$ cat config.mk
export PLATFORM = sky130hd
export DESIGN_NAME = ccta_result_acc
export DESIGN_NICKNAME = d
export VERILOG_FILES = /design/src/rtl/ccta_pkg.sv /design/src/rtl/ccta_q_extend.sv /design/src/rtl/ccta_result_acc.sv
export SDC_FILE = /design/constraint.sdc
export NUM_CORES = 1
export LEC_CHECK = 0
export ABC_CLOCK_PERIOD_IN_PS = 2600
export CORE_MARGIN = 2
export CORE_UTILIZATION = 48
export DETAILED_ROUTE_END_ITERATION = 6
export PLACE_DENSITY = 0.83
export RECOVER_POWER = 100
export SETUP_SLACK_MARGIN = 0.1
export SLEW_MARGIN = 5
export SYNTH_ARGS = -nofsm -noshare
export SYNTH_HDL_FRONTEND = slang
export SYNTH_SLANG_ARGS = --single-unit
$ cat constraint.sdc
create_clock -name clk -period 2.6 [get_ports clk]
set_clock_uncertainty 0.1 [all_clocks]
set_input_delay 0.39 -clock clk [delete_from_list [all_inputs] [get_ports clk]]
set_output_delay 0.39 -clock clk [all_outputs]
set_load 0.05 [all_outputs]
$ cat src/rtl/ccta_pkg.sv
// Shared types and constants for the CCTA result accumulator slice.
// Saturation bounds are used only when CCTA_ACC_SAT_EN is defined.
package ccta_pkg;

    localparam int   CCTA_Q_W      = 5;
    localparam logic CCTA_CTRL_ADD = 1'b0;
    localparam logic CCTA_CTRL_SUB = 1'b1;

    typedef enum logic {
        ACCUM = 1'b0,
        HOLD  = 1'b1
    } state_t;

    function automatic int sat_max(input int w);
        return (1 << (w - 1)) - 1;
    endfunction

    function automatic int sat_min(input int w);
        return -(1 << (w - 1));
    endfunction

endpackage

$ cat src/rtl/ccta_q_extend.sv
// Widens a 5-bit CCTA result to the accumulator width: zero-extended for
// sums (ctrl=0), sign-extended as 5-bit two's complement for differences.
module ccta_q_extend
    import ccta_pkg::*;
#(
    parameter int ACC_W = 10
) (
    input  logic [CCTA_Q_W-1:0] q_in,
    input  logic                ctrl_in,
    output logic [ACC_W-1:0]    op_o
);

    always_comb begin
        op_o = '0;
        case (ctrl_in)
            CCTA_CTRL_ADD: op_o = {{(ACC_W - CCTA_Q_W){1'b0}}, q_in};
            CCTA_CTRL_SUB: op_o = {{(ACC_W - CCTA_Q_W){q_in[CCTA_Q_W-1]}}, q_in};
        endcase
    end

endmodule

$ cat src/rtl/ccta_result_acc.sv
// Window accumulator behind the CCTA add/subtract unit: sums N_SAMPLES results,
// then holds the signed total until consumed. Define CCTA_ACC_SAT_EN to clamp on overflow.
module ccta_result_acc
    import ccta_pkg::*;
#(
    parameter  int N_SAMPLES = 4,
    parameter  int ACC_W     = 10,
    localparam int CNT_W     = $clog2(N_SAMPLES + 1)
) (
    input  logic                clk,
    input  logic                rst,
    input  logic                in_valid,
    output logic                in_ready,
    input  logic [CCTA_Q_W-1:0] q_in,
    input  logic                ctrl_in,
    output logic                out_valid,
    input  logic                out_ready,
    output logic [ACC_W-1:0]    sum,
    output logic                ovf,
    output logic [CNT_W-1:0]    count,
    output logic                dbg_state
);

    state_t             state_q;
    logic [ACC_W-1:0]   acc_q;
    logic [ACC_W-1:0]   acc_d;
    logic [ACC_W-1:0]   op;
    logic [CNT_W-1:0]   count_q;
    logic               ovf_q;
    logic               ovf_step;
    logic [ACC_W:0]     wide;

`ifdef CCTA_ACC_SAT_EN
    localparam logic [ACC_W-1:0] SAT_MAX = ACC_W'(sat_max(ACC_W));
    localparam logic [ACC_W-1:0] SAT_MIN = ACC_W'(sat_min(ACC_W));
`endif

    ccta_q_extend #(.ACC_W(ACC_W)) u_ext (
        .q_in    (q_in),
        .ctrl_in (ctrl_in),
        .op_o    (op)
    );

    // One guard bit: overflow whenever the guard disagrees with the result sign.
    always_comb begin
        wide     = {acc_q[ACC_W-1], acc_q} + {op[ACC_W-1], op};
        ovf_step = wide[ACC_W] ^ wide[ACC_W-1];
        acc_d    = wide[ACC_W-1:0];
`ifdef CCTA_ACC_SAT_EN
        if (ovf_step) begin
            acc_d = wide[ACC_W] ? SAT_MIN : SAT_MAX;
        end
`endif
    end

    // Handshake: a result transfers on a rising edge where in_valid & in_ready;
    // the total transfers on a rising edge where out_valid & out_ready. Neither
    // ready nor valid depends combinationally on the opposite side's signal.
    always_ff @(posedge clk) begin
        if (rst) begin
            state_q <= ACCUM;
            acc_q   <= '0;
            count_q <= '0;
            ovf_q   <= 1'b0;
        end else begin
            case (state_q)
                ACCUM: begin
                    if (in_valid) begin
                        acc_q   <= acc_d;
                        count_q <= count_q + CNT_W'(1);
                        ovf_q   <= ovf_q | ovf_step;
                        if (count_q == CNT_W'(N_SAMPLES - 1)) begin
                            state_q <= HOLD;
                        end
                    end
                end
                HOLD: begin
                    if (out_ready) begin
                        state_q <= ACCUM;
                        acc_q   <= '0;
                        count_q <= '0;
                        ovf_q   <= 1'b0;
                    end
                end
                default: state_q <= ACCUM;
            endcase
        end
    end

    assign in_ready  = (state_q == ACCUM) & ~rst;
    assign out_valid = (state_q == HOLD);
    assign sum       = acc_q;
    assign ovf       = ovf_q;
    assign count     = count_q;
    assign dbg_state = state_q;

endmodule
==> impl_summary.txt, run 1 <==
----------------------------------------------------
[Outcome]
  Outcome ... completed

[Die]
  Vertical die dimension ... 51.4 um
  Horizontal die dimension ... 51.4 um
  Cell row count ... 17
  Area of the die ... 2650 um^2
  # IOs ... 27
  Area of the core ... 2170 um^2
  Initial cell density of the core ... 49.8%

[Placed design]
  Final estimated routing congestion in global placement ... 0.847
  Cell Count Post-Placement ... 183
  Minimum setup slack after placement ... -0.125 ns
  HPWL after detailed placement ... 1.88 mm
  IO Port Bufs ... 26

[Timing]
  Relative max-transition margin ... 65.6%
  WHS ... 0.376 ns
  Count of final setup violators ... 0
  Final WS setup ... 0.134 ns
  Unrepaired setup endpoints after global routing ... no
  Final setup TNS ... 0 ns
  Share of the clock period used by the worst path after layout ... 94.9%
  Count of final hold-check violations ... 0
  Highest Clock Rate ... 405 MHz
  Number of max-slew violations in the final report ... 0
  Worst slew pin tran ... 0.514 ns
  Final Critical Period ... 2.47 ns

[Logic synthesis]
  Syn Inst Count ... 126
  Cell area after synthesis ... 1080 um^2
  Area share of the leading cell type in the synthesized netlist ... 27.8%
  Avg Cell Area, Syn ... 8.57 um^2
  Count of unique library cells instantiated by Yosys ... 42
  Synthesized net count ... 147
  Yosys warnings ... 0
  Sequential fraction of the synthesis area ... 27.8%
  Flip-flop and latch count after synthesis ... 15
  Post-synthesis cell type with the largest combined area ... sky130_fd_sc_hd__dfxtp_1
  Synth area leaders ... sky130_fd_sc_hd__dfxtp_1 (28%), sky130_fd_sc_hd__ha_1 (12%), sky130_fd_sc_hd__nor2_1 (5.2%)

[Min path]
  Classification of the worst-slack hold path ... reg2reg
  Hold path depth ... 2
  Worst Hold Path EP ... sum[4]
  Startpoint of the lowest-slack hold path ... sum[4]

[Worst setup path]
  Data arrival time of the critical path ... 2.55 ns
  Worst Setup Path Type ... in2reg
  CP Data Required Time ... 2.69 ns
  Critical path endpoint category ... register
  Reg2Reg Launch Point ... sum[0]
  Critical Path, Cell by Cell ... dlygate4sd3_1 > nand2_2 > inv_2 > ha_1 > a41o_2 > a21o_1 > a21oi_1 > o311ai_2 > xnor2_1 > a32o_1
  Max incr delay on CP ... 0.60 ns
  Worst R2R End ... ovf
  Maximum fanout encountered on the critical timing path ... 3
  Critical-path cell with the highest stage delay ... sky130_fd_sc_hd__dlygate4sd3_1
  Minimum setup slack among reg-to-reg paths ... 0.41 ns
  Reg2Reg Depth ... 9
  Startpoint type of the worst setup path ... primary input

[Power and ir drop]
  Peak supply drop ... 0.415 mV
  Power per cell area ... 482 nW/um^2
  Leakage power figure ... 0.656 nW

[Routing]
  Number of vias per cell after detailed routing ... 5.54
  First DRT Iteration DRCs ... 15
  Remaining number of nets flagged by the antenna check after routing ... 0
  Via total after detailed routing ... 1,036
  First-pass DRT Iterations ... 6
  Wire length reported by the detailed router ... 2.50 mm
  Routed len/inst ... 13.4 um
  Number of DRC violations after detailed routing ... 0

[Layout]
  Non-filler cells, final ... 187
  Most frequent cells in the layout ... sky130_fd_sc_hd__dlygate4sd3_1 (19), sky130_fd_sc_hd__nor2_1 (15), sky130_fd_sc_hd__dfxtp_1 (14), sky130_fd_sc_hd__a21oi_1 (11), sky130_fd_sc_hd__ha_1 (10)
  Total area of sequential cells ... 302 um^2
  Diode insertion count for antenna repair ... 0
  Core Util, Final ... 65.3%
  Layout Area Growth over Synthesis ... 31.2%
  Multi-input combinational cell area ... 699 um^2
  Filler cells ... 191
  Most frequent standard cell in the layout excluding fill and tap cells ... sky130_fd_sc_hd__dlygate4sd3_1
  Share of post-route cells with drive strength above 1 ... 13.8%
  Net count, final ... 181

[Global routing]
  Global-route wire length before repair ... 4.13 mm
  Via count of the first global-routing pass ... 989
  Number of antenna violations at the first check in global routing ... 0
  Pin count of the biggest net entering global routing ... 14
  Total overflow reported by the global router ... 0
  Overall track demand over capacity in global routing ... 20.4%

[Clocking]
  CTS root buffer ... sky130_fd_sc_hd__clkbuf_4
  CTS tree ... built
  Number of H-tree levels ... 1
  Clock latency of the later-clocked register in the worst-skew pair ... 0.29 ns
  Clock buffer depth ... 2
  Number of sinks handled by clock tree synthesis ... 15
  Count of buffers added by post-CTS timing repair for setup ... 0
  Hold buffer count at CTS ... 0
  Num CTS Buffers ... 3
  Post-CTS clock slew at the launch and capture registers of the worst setup and hold paths ... 0.10 ns

[Run]
  Max-cap violations ... 0

----------------------------------------------------
flip-flops by register name (all words and copies together) (netlist names):
register and count:
count 3, ovf 1, sum 10, dbg_state 1
stage by stage:
step / area [um^2] / power (W)
5_1_grt: 1420 / 0.000725
3_3_place_gp: 1410 / 0.000556
2_1_floorplan: 1080 / 0.000472
6_report: 1420 / 0.000682
4_1_cts: 1440 / 0.000701
3_5_place_dp: 1410 / 0.000563
synth_stat cells:
| cell | number |
|---|---|
| sky130_fd_sc_hd__nor2b_1 | 1 |
| sky130_fd_sc_hd__xnor2_1 | 6 |
| sky130_fd_sc_hd__a41o_2 | 1 |
| sky130_fd_sc_hd__nor4b_1 | 1 |
| sky130_fd_sc_hd__a221oi_4 | 1 |
| sky130_fd_sc_hd__o31a_4 | 1 |
| sky130_fd_sc_hd__inv_1 | 7 |
| sky130_fd_sc_hd__a22oi_1 | 3 |
| sky130_fd_sc_hd__o21ai_0 | 3 |
| sky130_fd_sc_hd__and3_1 | 1 |
| sky130_fd_sc_hd__nor2_1 | 15 |
| sky130_fd_sc_hd__or4_1 | 1 |
| sky130_fd_sc_hd__o21ai_1 | 2 |
| sky130_fd_sc_hd__ha_1 | 10 |
| sky130_fd_sc_hd__o21a_2 | 1 |
| sky130_fd_sc_hd__nor2b_4 | 1 |
| sky130_fd_sc_hd__xor2_1 | 1 |
| sky130_fd_sc_hd__a31oi_1 | 3 |
| sky130_fd_sc_hd__buf_2 | 1 |
| sky130_fd_sc_hd__inv_2 | 1 |
| sky130_fd_sc_hd__buf_6 | 2 |
| sky130_fd_sc_hd__mux2_2 | 1 |
| sky130_fd_sc_hd__and3_4 | 1 |
| sky130_fd_sc_hd__nand3b_1 | 1 |
| sky130_fd_sc_hd__nor3_1 | 3 |
| sky130_fd_sc_hd__nand2b_1 | 1 |
| sky130_fd_sc_hd__nand4_1 | 1 |
| sky130_fd_sc_hd__a21oi_1 | 11 |
| sky130_fd_sc_hd__nand2_1 | 9 |
| sky130_fd_sc_hd__o311ai_1 | 1 |
| sky130_fd_sc_hd__a32o_1 | 1 |
| sky130_fd_sc_hd__dfxtp_1 | 15 |
| sky130_fd_sc_hd__o211ai_1 | 1 |
| sky130_fd_sc_hd__a21o_1 | 4 |
| sky130_fd_sc_hd__buf_4 | 1 |
| sky130_fd_sc_hd__nand2_2 | 1 |
| sky130_fd_sc_hd__nand3_1 | 2 |
| sky130_fd_sc_hd__fa_1 | 1 |
| sky130_fd_sc_hd__clkbuf_1 | 1 |
| sky130_fd_sc_hd__or3_1 | 1 |
| sky130_fd_sc_hd__a22o_1 | 4 |
| sky130_fd_sc_hd__o31ai_1 | 2 |
cell families (layout without fill, tap and decap cells):
group	Yosys count	count (layout)	synth area share (%)
compound gates	39	39	27.0
xor+xnor	7	7	5.68
fa+ha+maj	11	11	13.4
buf+inv	13	46	6.37
flops	15	15	27.8
mux	1	1	1.04
simple gates	40	40	18.7
worst max path at each step:
stage | startpoint | end | depth (start not counted)
floorplan | sum[1] | ovf | 8
global placement | q_in[0] | ovf | 10
detailed placement | q_in[0] | ovf | 10
CTS | q_in[0] | ovf | 10
global route | q_in[0] | ovf | 10
finish | q_in[4] | ovf | 10
power by group:
group / total (W) / switching, W / internal, W
clock: 0.000138 / 0.0000810 / 0.0000571
sequential: 0.000268 / 0.0000198 / 0.000248
combinational: 0.000276 / 0.000162 / 0.000114
total: 0.000682 / 0.000263 / 0.000419
critical path, delay by kind of cell:
kind            cells  cell delay (ns)
xor+xnor            1             0.15
buf+inv             2             0.64
compound gates      5             0.99
simple gates        1             0.11
fa+ha+maj           1             0.28
what timing repair did:
item                                   in CTS  in global routing
resized for setup                           0                  2
setup endpoints to repair                   0                  2
endpoints found under the hold margin       0                  0
layout make-up:
type	instances	share of cell area (%)
Inverter	8	2.12
Timing Repair Buffer	34	22.8
Sequential cell	15	21.3
Clock inverter	1	0.353
Clock buffer	3	1.59
Tap cell	28	2.47
Multi-Input combinational cell	98	49.4
per-layer routing:
| layer | wire length [um] | part of all wire (%) | track usage [%] | up-vias |
|---|---|---|---|---|
| li1 | - | - | - | 522 |
| met1 | 1090 | 43 | 23.6 | 489 |
| met2 | 1310 | 52 | 37.2 | 23 |
| met3 | 102 | 4.1 | 4.39 | 2 |
| met4 | 9 | 0.36 | 5.70 | 0 |
| met5 | 0 | 0 | 0 | - |
No activity file was read; power rests on OpenSTA's default activity.
==> run 2, diff against run 1 <==
- ABC_CLOCK_PERIOD_IN_PS: 2600 -> 2300
- clock period: 2.6 -> 2.3 ns (I/O delays scaled with it)
==> run 2 against run 1 <==
Against the previous run:
- clock power grew 19%
- non-clock buffer count grew 16
- wire length grew 14%
- cell count grew 8.6%
- via count grew 7.9%
- register-to-register slack lost 0.28 ns
- setup slack lost 0.027 ns
- sequential cell count is the same
- combinational power grew 25%
- total power grew 19%
- die area is the same
- largest power group unchanged
==> impl_summary.txt, run 2 (synthesis gave the netlist of run 1 again) <==
----------------------------------------------------
[Outcome]
  Outcome ... completed

[Die]
  Initial cell density of the core ... 49.8%
  Horizontal die dimension ... 51.4 um
  Area of the die ... 2650 um^2
  Vertical die dimension ... 51.4 um
  Area of the core ... 2170 um^2
  Cell row count ... 17
  # IOs ... 27

[Worst setup path]
  Data arrival time of the critical path ... 2.29 ns
  Startpoint type of the worst setup path ... primary input
  Reg2Reg Launch Point ... sum[0]
  Critical path endpoint category ... register
  Maximum fanout encountered on the critical timing path ... 2
  Startpoint of the most critical setup path ... ctrl_in
  CP Data Required Time ... 2.39 ns
  Worst Setup Path Type ... in2reg

[Global routing]
  Global-route wire length before repair ... 4.77 mm
  Overall track demand over capacity in global routing ... 23.8%
  Total overflow reported by the global router ... 0
  Number of antenna violations at the first check in global routing ... 0
  Pin count of the biggest net entering global routing ... 13
  Via count of the first global-routing pass ... 1,118

[Timing]
  Final Critical Period ... 2.19 ns
  Count of final hold-check violations ... 0
  Number of max-slew violations in the final report ... 0
  Relative max-transition margin ... 60.6%
  Worst slew pin tran ... 0.594 ns
  Highest Clock Rate ... 456 MHz
  Unrepaired setup endpoints after global routing ... yes
  Share of the clock period used by the worst path after layout ... 95.4%
  Count of final setup violators ... 0

[Layout]
  Total area of sequential cells ... 308 um^2
  Layout Area Growth over Synthesis ... 44.7%
  Most frequent standard cell in the layout excluding fill and tap cells ... sky130_fd_sc_hd__buf_4
  Core Util, Final ... 72.0%
  Net count, final ... 197
  Most frequent cells in the layout ... sky130_fd_sc_hd__buf_4 (21), sky130_fd_sc_hd__dlygate4sd3_1 (17), sky130_fd_sc_hd__nor2_1 (15), sky130_fd_sc_hd__dfxtp_1 (11), sky130_fd_sc_hd__a21oi_1 (10)
  Share of post-route cells with drive strength above 1 ... 25.7%
  Non-filler cells, final ... 203
  Final non-filler cell area ... 1560 um^2
  Filler cells ... 191
  Diode insertion count for antenna repair ... 0
  Number of flip-flops under the largest register name ... 10
  Multi-input combinational cell area ... 734 um^2

[Placed design]
  Final estimated routing congestion in global placement ... 0.858
  Placed Instance Area ... 1520 um^2
  Cell Count Post-Placement ... 197
  HPWL after detailed placement ... 2.12 mm
  IO Port Bufs ... 26

[Min path]
  Classification of the worst-slack hold path ... reg2reg
  Startpoint of the lowest-slack hold path ... sum[4]

[Clocking]
  Clock buffer depth ... 2
  CTS tree ... built
  Post-CTS clock slew at the launch and capture registers of the worst setup and hold paths ... 0.10 ns
  Number of sinks handled by clock tree synthesis ... 15
  CTS root buffer ... sky130_fd_sc_hd__clkbuf_4
  Clock latency of the later-clocked register in the worst-skew pair ... 0.29 ns
  Number of H-tree levels ... 1
  Num CTS Buffers ... 3

[Power and ir drop]
  Net switching power ... 0.000320 W
  Sequential power share ... 37.5%
  Clock Power Share ... 20.1%
  Peak supply drop ... 0.404 mV
  Internal Dissipation ... 0.000495 W
  Switching share of power ... 39.3%
  Portion of total power attributed to combinational logic ... 42.4%
  Power per cell area ... 522 nW/um^2
  Leakage power figure ... 0.736 nW

[Routing]
  Remaining number of nets flagged by the antenna check after routing ... 0
  Routed len/inst ... 14.1 um
  Number of vias per cell after detailed routing ... 5.51
  Via total after detailed routing ... 1,118
  Wire length reported by the detailed router ... 2.86 mm
  Number of DRC violations after detailed routing ... 0
  First-pass DRT Iterations ... 4
  First DRT Iteration DRCs ... 12

[Run]
  Max-cap violations ... 0

----------------------------------------------------
==> run 2: what timing repair did <==
item | 4_1_cts | 5_1_grt
pin swaps | 9 | 5
setup buffers | 1 | 1
cloned | 0 | 0
setup endpoints to repair | 4 | 4
gates resized for setup | 11 | 3
hold buffers | 0 | 0
==> run 2: final timing paths <==
path / end / slack (ns) / cells after the start
worst max-delay path: ovf / 0.11 / 10
worst min-delay path: sum[4] / 0.39 / 2
worst max register to register: sum[6] / 0.13 / 9
worst min register to register: sum[4] / 0.39 / 2
==> run 2: power groups by stage <==
stage	logic (W)	clock network, W	registers [W]
2_1_floorplan	0.000160	0	0.000374
3_3_place_gp	0.000340	0	0.000310
3_5_place_dp	0.000351	0	0.000311
4_1_cts	0.000358	0.000168	0.000306
5_1_grt	0.000374	0.000177	0.000310
6_report	0.000346	0.000164	0.000306
==> run 2: final cells by class <==
class	count	area share, %
Multi-Input combinational cell	98	47.0
Tap cell	28	2.24
Clock inverter	1	0.320
Clock buffer	3	1.44
Timing Repair Buffer	50	27.4
Sequential cell	15	19.7
Inverter	8	1.92
==> run 2: routing by layer <==
metal  part of all wire, %  global-route usage, %
met2                    51                   43.2
met3                   2.9                   3.80
met5                     0                      0
met1                    46                   28.1
met4                  0.31                   7.89
==> run 2: metrics by stage <==
| stage | TNS, ns | setup WS, ns | hold WS (ns) | total power [W] |
|---|---|---|---|---|
| after floorplan | 0 | 0.0723 | 0.314 | 0.000534 |
| after global placement | -1.13 | -0.313 | 0.352 | 0.000650 |
| after detailed placement | -1.36 | -0.356 | 0.361 | 0.000661 |
| after CTS | 0 | 0.0891 | 0.387 | 0.000832 |
| after global routing | 0 | 0.0436 | 0.427 | 0.000861 |
| final | 0 | 0.107 | 0.387 | 0.000815 |
==> run 2: worst max-delay path, stage by stage <==
cell	delay, ns
sky130_fd_sc_hd__clkdlybuf4s50_1	0.49
sky130_fd_sc_hd__nand2_2	0.06
sky130_fd_sc_hd__inv_1	0.08
sky130_fd_sc_hd__ha_1	0.24
sky130_fd_sc_hd__a41o_2	0.27
sky130_fd_sc_hd__a21o_1	0.18
sky130_fd_sc_hd__a21oi_2	0.13
sky130_fd_sc_hd__o311ai_1	0.12
sky130_fd_sc_hd__xnor2_1	0.14
sky130_fd_sc_hd__a32o_1	0.21
